**config.mk**
```make
export PLATFORM = sky130hd
export DESIGN_NAME = sprite_layer_addr_gen
export DESIGN_NICKNAME = d
export VERILOG_FILES = /design/src/rtl/sprite_layer_addr_gen.sv
export SDC_FILE = /design/constraint.sdc
export NUM_CORES = 1
export LEC_CHECK = 0
export CAP_MARGIN = 25
export CORE_MARGIN = 2
export CORE_UTILIZATION = 45
export DETAILED_ROUTE_END_ITERATION = 10
export GPL_TIMING_DRIVEN = 0
export HOLD_SLACK_MARGIN = 0.03
export PLACE_DENSITY_LB_ADDON = 0.12
export SLEW_MARGIN = 5
export SYNTH_ARGS = -nofsm -noshare
export SYNTH_HDL_FRONTEND = slang
export SYNTH_SLANG_ARGS = --single-unit
```
**constraint.sdc**
```tcl
create_clock -name clk -period 5.85 [get_ports clk]
set_clock_uncertainty 0.2 [all_clocks]
set_input_delay 1.17 -clock clk [delete_from_list [all_inputs] [get_ports clk]]
set_output_delay 1.17 -clock clk [all_outputs]
set_load 0.02 [all_outputs]
```
**src/rtl/sprite_layer_addr_gen.sv**
```systemverilog
// sprite_layer_addr_gen
//   Multi-sprite ROM address generator with per-sprite animation frames.
//   Per pixel: window test for every sprite (S1), lowest-index priority
//   select (S2), giving {frame, row, col} and the winning sprite id two
//   cycles after the pixel enters.
//   Optional feature macro: SPRITE_FLIP_EN (adds flip_x horizontal mirror).
module sprite_layer_addr_gen #(
  parameter  int NSPR      = 4,
  parameter  int CW        = 11,
  parameter  int LOG_W     = 6,
  parameter  int LOG_H     = 6,
  parameter  int LOG_F     = 2,
  parameter  int FRAME_DIV = 8,
  localparam int AW        = LOG_F + LOG_H + LOG_W,
  localparam int IW        = (NSPR > 1) ? $clog2(NSPR) : 1
) (
  input  logic                   clk,
  input  logic                   reset,
  input  logic                   pix_valid,
  input  logic [CW-1:0]          pixelx,
  input  logic [CW-1:0]          pixely,
  input  logic [NSPR*CW-1:0]     posx,
  input  logic [NSPR*CW-1:0]     posy,
  input  logic [NSPR-1:0]        spr_en,
  input  logic [NSPR-1:0]        anim_en,
  input  logic                   frame_tick,
`ifdef SPRITE_FLIP_EN
  input  logic [NSPR-1:0]        flip_x,
`endif
  output logic                   out_valid,
  output logic [AW-1:0]          address,
  output logic [IW-1:0]          sprite_id,
  output logic                   in_bounds,
  output logic [NSPR*LOG_F-1:0]  frame_dbg
);

  localparam int DW = (FRAME_DIV > 1) ? $clog2(FRAME_DIV) : 1;
  localparam logic [DW-1:0] DIV_LAST = DW'(FRAME_DIV - 1);

  // Animation state
  logic [DW-1:0]    div_cnt;
  logic [LOG_F-1:0] frame [NSPR];
  logic             anim_step;

  // S1 combinational differences
  logic [CW:0]      dx_c  [NSPR];
  logic [CW:0]      dy_c  [NSPR];
  logic [NSPR-1:0]  hit_c;
  logic [LOG_W-1:0] col_c [NSPR];

  // S1 registers
  logic             v1;
  logic [NSPR-1:0]  hit1;
  logic [LOG_W-1:0] col1 [NSPR];
  logic [LOG_H-1:0] row1 [NSPR];
  logic [LOG_F-1:0] frm1 [NSPR];

  // S2 priority-select result
  logic             found_c;
  logic [AW-1:0]    win_addr_c;
  logic [IW-1:0]    win_id_c;

  // Divider wrap: the tick that completes a FRAME_DIV group advances frames
  always_comb begin
    anim_step = frame_tick && (div_cnt == DIV_LAST);
  end

  // Tick divider and per-sprite frame counters (frames wrap naturally)
  always_ff @(posedge clk) begin
    if (reset) begin
      div_cnt <= '0;
      for (int unsigned i = 0; i < NSPR; i++) frame[i] <= '0;
    end else if (frame_tick) begin
      if (anim_step) div_cnt <= '0;
      else           div_cnt <= div_cnt + 1'b1;
      for (int unsigned i = 0; i < NSPR; i++)
        if (anim_step && anim_en[i]) frame[i] <= frame[i] + 1'b1;
    end
  end

  // Debug view of the frame counters, packed like posx
  always_comb begin
    frame_dbg = '0;
    for (int unsigned i = 0; i < NSPR; i++)
      frame_dbg[i*LOG_F +: LOG_F] = frame[i];
  end

  // Window test: sign-extended CW+1 differences; a hit needs every bit at or
  // above the size bit (sign included) clear, i.e. 0 <= d < 2**LOG
  always_comb begin
    hit_c = '0;
    for (int unsigned i = 0; i < NSPR; i++) begin
      dx_c[i] = {pixelx[CW-1], pixelx} - {posx[i*CW + CW - 1], posx[i*CW +: CW]};
      dy_c[i] = {pixely[CW-1], pixely} - {posy[i*CW + CW - 1], posy[i*CW +: CW]};
      hit_c[i] = spr_en[i] && !(|dx_c[i][CW:LOG_W]) && !(|dy_c[i][CW:LOG_H]);
`ifdef SPRITE_FLIP_EN
      col_c[i] = dx_c[i][LOG_W-1:0] ^ {LOG_W{flip_x[i]}};
`else
      col_c[i] = dx_c[i][LOG_W-1:0];
`endif
    end
  end

  // S1 register stage; frame is sampled before any same-cycle tick update
  always_ff @(posedge clk) begin
    if (reset) begin
      v1   <= 1'b0;
      hit1 <= '0;
      for (int unsigned i = 0; i < NSPR; i++) begin
        col1[i] <= '0;
        row1[i] <= '0;
        frm1[i] <= '0;
      end
    end else begin
      v1   <= pix_valid;
      hit1 <= hit_c;
      for (int unsigned i = 0; i < NSPR; i++) begin
        col1[i] <= col_c[i];
        row1[i] <= dy_c[i][LOG_H-1:0];
        frm1[i] <= frame[i];
      end
    end
  end

  // Lowest-index hit wins
  always_comb begin
    found_c    = 1'b0;
    win_addr_c = '0;
    win_id_c   = '0;
    for (int unsigned i = 0; i < NSPR; i++) begin
      if (!found_c && hit1[i]) begin
        found_c    = 1'b1;
        win_addr_c = {frm1[i], row1[i], col1[i]};
        win_id_c   = IW'(i);
      end
    end
  end

  // S2 output register; all outputs forced to zero when not valid
  always_ff @(posedge clk) begin
    if (reset || !v1) begin
      out_valid <= 1'b0;
      address   <= '0;
      sprite_id <= '0;
      in_bounds <= 1'b0;
    end else begin
      out_valid <= 1'b1;
      address   <= win_addr_c;
      sprite_id <= win_id_c;
      in_bounds <= found_c;
    end
  end

endmodule

```
==> results of run 1 <==
## final timing paths
| check | start | to | slack, ns |
|---|---|---|---|
| setup / recovery | pixely[1] | hit1[3]$_SDFF_PP0_ | 1.39 |
| hold / removal | row1[0][18]$_SDFF_PP0_ | address[6]$_SDFF_PN0_ | 0.27 |
| setup reg to reg | hit1[1]$_SDFF_PP0_ | address[11]$_SDFF_PN0_ | 3.53 |
| hold reg to reg | row1[0][18]$_SDFF_PP0_ | address[6]$_SDFF_PN0_ | 0.27 |
## Yosys cell counts (2+ instances only)
cell type  number  area [um^2]
nor2_1        119          447
inv_1         106          398
ha_1           90         1130
dfxtp_1        82         1640
o21ai_0        45          225
nor2b_1        32          200
a211oi_1       25          188
a21oi_1        24          120
nand2_1        24         90.1
xnor2_1        24          210
o21a_1         22          165
a21o_1         16          120
a22oi_1        15          113
nand2b_1       15         93.8
nor3_1         15         75.1
a221oi_1       14          123
clkbuf_1       14         52.6
xor2_1          9         78.8
a31oi_1         8         50.1
edfxtp_1        8          240
fa_1            8          160
mux2i_1         8         80.1
o31a_1          8         70.1
a2111oi_0       6         52.6
a211o_1         6         52.6
a31o_2          6         52.6
nand3_1         6         30.0
nand3b_1        6         45.0
nand4_1         6         37.5
nor4b_1         6         52.6
o211ai_1        5         37.5
buf_1           4         15.0
nor3b_1         4         30.0
o2111ai_1       4         35.0
o22ai_1         4         25.0
or3_1           4         25.0
a21boi_0        3         22.5
nand4b_1        3         26.3
nor4_1          3         18.8
or4_1           3         22.5
a311oi_1        2         17.5
o21bai_1        2         15.0
o2bb2ai_1       2         17.5
o31ai_1         2         15.0
o32ai_1         2         17.5
## power groups by stage
stage / Sequential, mW / Combinational [mW] / Clock, mW
after floorplan: 0.691 / 0.357 / 0
after global placement: 0.691 / 0.548 / 0
after detailed placement: 0.692 / 0.550 / 0
after CTS: 0.678 / 0.554 / 0.556
after global routing: 0.682 / 0.621 / 0.583
final: 0.678 / 0.557 / 0.552
## worst max-delay path: cells and delay by family
family	cells	cell delay, ns
XOR/XNOR	1	0.30
buffers and inverters	1	0.66
AO/OA/AOI/OAI	4	0.91
AND/OR/NAND/NOR	2	0.78
adder cells (fa/ha/maj)	1	0.59
## cells in the final DEF (no fill, tap or decap), types with 4 or more instances in the layout
cell type | netlist | layout
a21oi_1 | 24 | 24
o21a_1 | 22 | 22
a21o_1 | 16 | 16
clkdlybuf4s50_1 | 0 | 146
xnor2_1 | 24 | 24
dfxtp_1 | 82 | 82
clkbuf_1 | 14 | 15
o22ai_1 | 4 | 4
nand2_1 | 24 | 24
nand3b_1 | 6 | 6
a31oi_1 | 8 | 8
inv_1 | 106 | 106
a31o_2 | 6 | 6
nor2b_1 | 32 | 32
nand2b_1 | 15 | 15
a2111oi_0 | 6 | 6
nor3_1 | 15 | 15
o2111ai_1 | 4 | 4
fa_1 | 8 | 8
a22oi_1 | 15 | 15
o31a_1 | 8 | 8
nor4b_1 | 6 | 6
nor3b_1 | 4 | 4
a221oi_1 | 14 | 14
o21ai_0 | 45 | 45
nand3_1 | 6 | 6
buf_1 | 4 | 4
a211o_1 | 6 | 6
xor2_1 | 9 | 9
nor2_1 | 119 | 119
mux2i_1 | 8 | 8
a211oi_1 | 25 | 25
ha_1 | 90 | 90
or3_1 | 4 | 4
edfxtp_1 | 8 | 8
o211ai_1 | 5 | 5
nand4_1 | 6 | 6
clkbuf_16 | 0 | 9
## routing by layer
layer  wire [um]  track usage, %  vias to the layer above
li1            -               -                     3288
met1        8660            31.9                     2877
met2        8250            37.8                      178
met3         960            2.64                       24
met4         378            6.46                        0
met5           0               0                        -
## stage by stage
step / total power, mW / util [%]
6_report: 1.79 / 58.8
2_1_floorplan: 1.05 / -
5_1_grt: 1.89 / 58.8
3_5_place_dp: 1.24 / 56.9
3_3_place_gp: 1.24 / 56.8
4_1_cts: 1.79 / 58.8
## registers in the layout, indices dropped and copies added, names as in the netlist
signal,cells
out_valid,1
v1,1
div_cnt,3
address,14
frame,8
col1,24
hit1,4
frm1,8
row1,24
sprite_id,2
in_bounds,1
## area by class of cell
class / count / area [um^2] / share of cell area, %
Buffer: 18 / 67.6 / 0.764
Clock buffer: 12 / 256 / 2.90
Multi-Input combinational cell: 618 / 4500 / 50.9
Tap cell: 188 / 235 / 2.66
Sequential cell: 90 / 1880 / 21.3
Inverter: 106 / 398 / 4.50
Timing Repair Buffer: 147 / 1470 / 16.6
Clock inverter: 4 / 32.5 / 0.368
## cells by family after synthesis
family	Yosys count	share of synthesized area (%)
fa+ha+maj	98	18.8
mux	9	1.33
compound gates	229	23.6
simple gates	249	17.8
flops	90	27.5
buf+inv	124	6.80
xor+xnor	33	4.22
==> flow_summary.json, run 1 <==
{
  "status": "complete, no violations",
  "fmax_ghz": 0.224,
  "tritoncts": "done",
  "hold_slack_ns": 0.268,
  "period_share_pct": 76.2,
  "grt_pass1_wl_um": 29800,
  "gp_congestion": 0.900,
  "dr_total_vias": 6367,
  "path_clk_slew_ns": 0.06,
  "arrival_ns": 4.43,
  "initial_core_util_pct": 45.6,
  "rsz0062_at_grt": "no",
  "fin_crit_ns": 4.46,
  "vdd_drop_max_uv": 104,
  "ys_warn_count": 0,
  "setup_tns_ns": 0,
  "tightest_slew_ns": 0.681,
  "floorplan.die_area_um2": 16200,
  "drt_iter0_drc": 362,
  "die_y_um": 127,
  "htreeDepth": 3,
  "post_drt_wl_per_cell_um": 15.4,
  "holdPathStages": 2,
  "max_slew_margin_pct": 54.6,
  "port_buffers": 146,
  "switching_share_pct": 30.1,
  "cts_buffers": 9,
  "cts_setup_buffers": 0,
  "cts_sinks": 90,
  "finalHoldViolCount": 0,
  "mappedNetlistArea_um2": 6850,
  "setup_viol": 0,
  "cp-start-kind": "primary input",
  "hpwl_um": 15100,
  "grt_use_total_pct": 23.0,
  "setup_slack_ns": 1.39,
  "cts_resized": 0,
  "grt_pass1_vias": 6086,
  "pwr-share-comb_pct": 31.2,
  "ys_seq_elements": 90,
  "num-nets-final": 1210,
  "die_w_um": 127,
  "viasPerCell": 5.38,
  "fp.coreArea_um2": 15000,
  "clkLatencyLatePin_ns": 0.34,
  "crit_type": "in2reg",
  "power_density_nw_per_um2": 202,
  "synth_nets": 1052,
  "max_stage_delay_ns": 0.66,
  "ios": 148,
  "final_cell_count_no_fill": 1183,
  "clkPwrFrac_pct": 30.9,
  "drtAntennaViolNets": 0,
  "antenna_found_initial": 0,
  "numPlacedInstances": 1167,
  "dp_slack_ns": 1.10,
  "cts_root_buffer": "clkbuf_16",
  "ctsHoldBuffers": 0,
  "ys_seq_area_share_pct": 27.5,
  "placed_area_um2": 8550,
  "drt_wl_total_um": 18300,
  "cp_data_required_time_ns": 5.82,
  "drc_errors": 0,
  "synthCells": 832,
  "yosys_most_used_dff": "dfxtp_1",
  "grt_start_max_net_pins": 16,
  "synth_cell_types": 57,
  "synth_area_per_cell_um2": 8.23,
  "p_leak_nw": 3.83,
  "timing.final.max_slew_violations": 0,
  "synth-edff-count": 8,
  "hold_path_class": "reg2reg",
  "worst-path-max-fanout": 8,
  "drv_cap": 0,
  "area_growth_pct": 29.1,
  "antenna_cells": 0,
  "clockBufferDepth": 2,
  "overflow": 0,
  "fillers": 1389,
  "endpoint_kind": "flip-flop",
  "crit_chain": "clkdlybuf4s50_1 > fa_1 > a211oi_1 > o21ai_0 > o21ai_0 > xor2_1 > o2111ai_1 > nor4b_1 > nor4b_1",
  "crit_slowest_cell": "clkdlybuf4s50_1",
  "drive_gt1_share_pct": 2.81,
  "async_reset_ff_share_pct": 0,
  "num_rows": 45,
  "seqPwrFrac_pct": 38.0,
  "design_area_um2": 8840,
  "worst-r2r-cell-count": 6,
  "firstDrtPassIters": 6,
  "power.net_switching_uw": 537,
  "internal_power_mw": 1.25
}
Power figures use the tool's default switching activity.
==> inputs of run 2 (changes only) <==
- clock period: 5.85 -> 4.6 ns (I/O delays scaled with it)
==> results of run 2 <==
Same layout as run 1 (identical final DEF). Status: complete, no violations.
Main changes from that run: setup slack after placement 1.10 ns -> 0.103 ns; setup slack after layout 1.39 ns -> 0.391 ns; register-to-register setup slack 3.53 ns -> 2.28 ns; total power 1.79 mW -> 2.27 mW; worst IR drop on VDD 104 uV -> 132 uV
==> inputs of run 3 (changes only) <==
- CORE_UTILIZATION: 45 -> 40
- SKIP_CTS_REPAIR_TIMING: not set -> 1
==> flow_summary.json, run 3 (synthesis gave the netlist of run 1 again) <==
{
  "status": "complete, no violations",
  "cp_data_required_time_ns": 4.57,
  "timing.final.max_slew_violations": 0,
  "grt_pass1_vias": 6148,
  "die_w_um": 135,
  "dr_total_vias": 6311,
  "grt_use_total_pct": 21.2,
  "hold_start": "col1[0][18]$_SDFF_PP0_",
  "drive_gt1_share_pct": 2.81,
  "design_area_um2": 8890,
  "htreeDepth": 3,
  "setup_slack_ns": 0.287,
  "multi_input_area_um2": 4500,
  "grt_pass1_wl_um": 30500,
  "firstDrtPassIters": 4,
  "top_regs": "col1 (24), row1 (24), address (14)",
  "drt_iter0_drc": 390,
  "arrival_ns": 4.28,
  "worst-r2r-cell-count": 7,
  "fp.coreArea_um2": 16600,
  "p_leak_nw": 3.83,
  "antenna_found_initial": 0,
  "mostFrequentLayoutCells": "clkdlybuf4s50_1, nor2_1, inv_1, ha_1, dfxtp_1",
  "cts_sinks": 90,
  "clockBufferDepth": 2,
  "max_slew_margin_pct": 52.3,
  "num_rows": 47,
  "hold_path_class": "reg2reg",
  "holdPathStages": 2,
  "area_growth_pct": 29.8,
  "r2r_slack_ns": 2.17,
  "final_common_cell": "clkdlybuf4s50_1",
  "drt_wl_total_um": 18700,
  "post_drt_wl_per_cell_um": 15.4,
  "drtAntennaViolNets": 0,
  "cts_root_buffer": "clkbuf_16",
  "die_y_um": 135,
  "port_buffers": 146,
  "rsz0062_at_grt": "no",
  "register_area_um2": 1880,
  "fmax_ghz": 0.232,
  "setup_viol": 0,
  "hold_end": "address[0]$_SDFF_PN0_",
  "worst-path-max-fanout": 8,
  "placed_area_um2": 8590,
  "tritoncts": "done",
  "final_cell_count_no_fill": 1215,
  "hpwl_um": 15700,
  "setup_tns_ns": 0,
  "num-nets-final": 1210,
  "grt_start_max_net_pins": 16,
  "r2r_end": "address[8]$_SDFF_PN0_",
  "crit_type": "in2reg",
  "drc_errors": 0,
  "gp_congestion": 0.889,
  "path_clk_slew_ns": 0.07,
  "drv_cap": 0,
  "cts_buffers": 9,
  "final_util_pct": 53.4,
  "numPlacedInstances": 1199,
  "tightest_slew_ns": 0.697,
  "antenna_cells": 0,
  "vdd_drop_max_uv": 164,
  "floorplan.die_area_um2": 18200,
  "rr_startpoint": "hit1[1]$_SDFF_PP0_",
  "finalHoldViolCount": 0,
  "viasPerCell": 5.19,
  "fin_crit_ns": 4.31,
  "initial_core_util_pct": 41.2,
  "power_density_nw_per_um2": 258,
  "fillers": 1649,
  "cp-start-kind": "primary input",
  "overflow": 0,
  "endpoint_kind": "flip-flop",
  "clkLatencyLatePin_ns": 0.33,
  "ios": 148,
  "dp_slack_ns": -0.0675,
  "period_share_pct": 93.8
}
run 3: changes by cell type in the layout (fill, tap and decap cells not counted), sizes merged:
cell | previous run | this run
clkbuf | 26 | 25
inv | 108 | 107
clkinvlp | 0 | 1
clkinv | 2 | 3
run 3: worst max path at each step:
stage                          from            endpoint
after floorplan           pixelx[0]  hit1[1]$_SDFF_PP0_
after global placement    pixely[1]  hit1[3]$_SDFF_PP0_
after detailed placement  pixely[1]  hit1[3]$_SDFF_PP0_
after CTS                 pixely[1]  hit1[3]$_SDFF_PP0_
after global routing      pixely[1]  hit1[0]$_SDFF_PP0_
final                     pixely[1]  hit1[3]$_SDFF_PP0_
run 3: cell type report:
type / count / area share, %
Clock inverter: 5 / 0.380
Timing Repair Buffer: 147 / 16.5
Tap cell: 220 / 3.10
Multi-Input combinational cell: 618 / 50.6
Clock buffer: 11 / 2.97
Sequential cell: 90 / 21.2
Inverter: 106 / 4.48
Buffer: 18 / 0.760
run 3: where the power goes:
part / leakage (nW) / internal, mW / switching, mW
Clock: 0.145 / 0.414 / 0.303
Sequential: 0.759 / 0.846 / 0.0178
Combinational: 2.93 / 0.345 / 0.365
run 3: critical path, stage by stage:
cell and delay (ns):
clkdlybuf4s50_1 0.67, fa_1 0.59, a211oi_1 0.35, o21ai_0 0.15, o21ai_0 0.20, xor2_1 0.30, o2111ai_1 0.21, nor4b_1 0.36
nor4b_1 0.55
run 3: per-layer routing:
layer	vias up	part of all wire, %	global-route usage (%)	wire (um)
met5	-	0	0	0
met4	0	0.87	4.27	164
met3	9	4.4	2.40	823
met2	153	47	36.0	8720
met1	2849	48	29.2	9040
li1	3300	-	-	-
run 3: stage by stage:
stage          hold WS, ns  power (mW)
5_1_grt              0.293        2.42
3_5_place_dp         0.261        1.58
6_report             0.270        2.29
2_1_floorplan        0.244        1.33
3_3_place_gp         0.259        1.58
4_1_cts              0.276        2.30
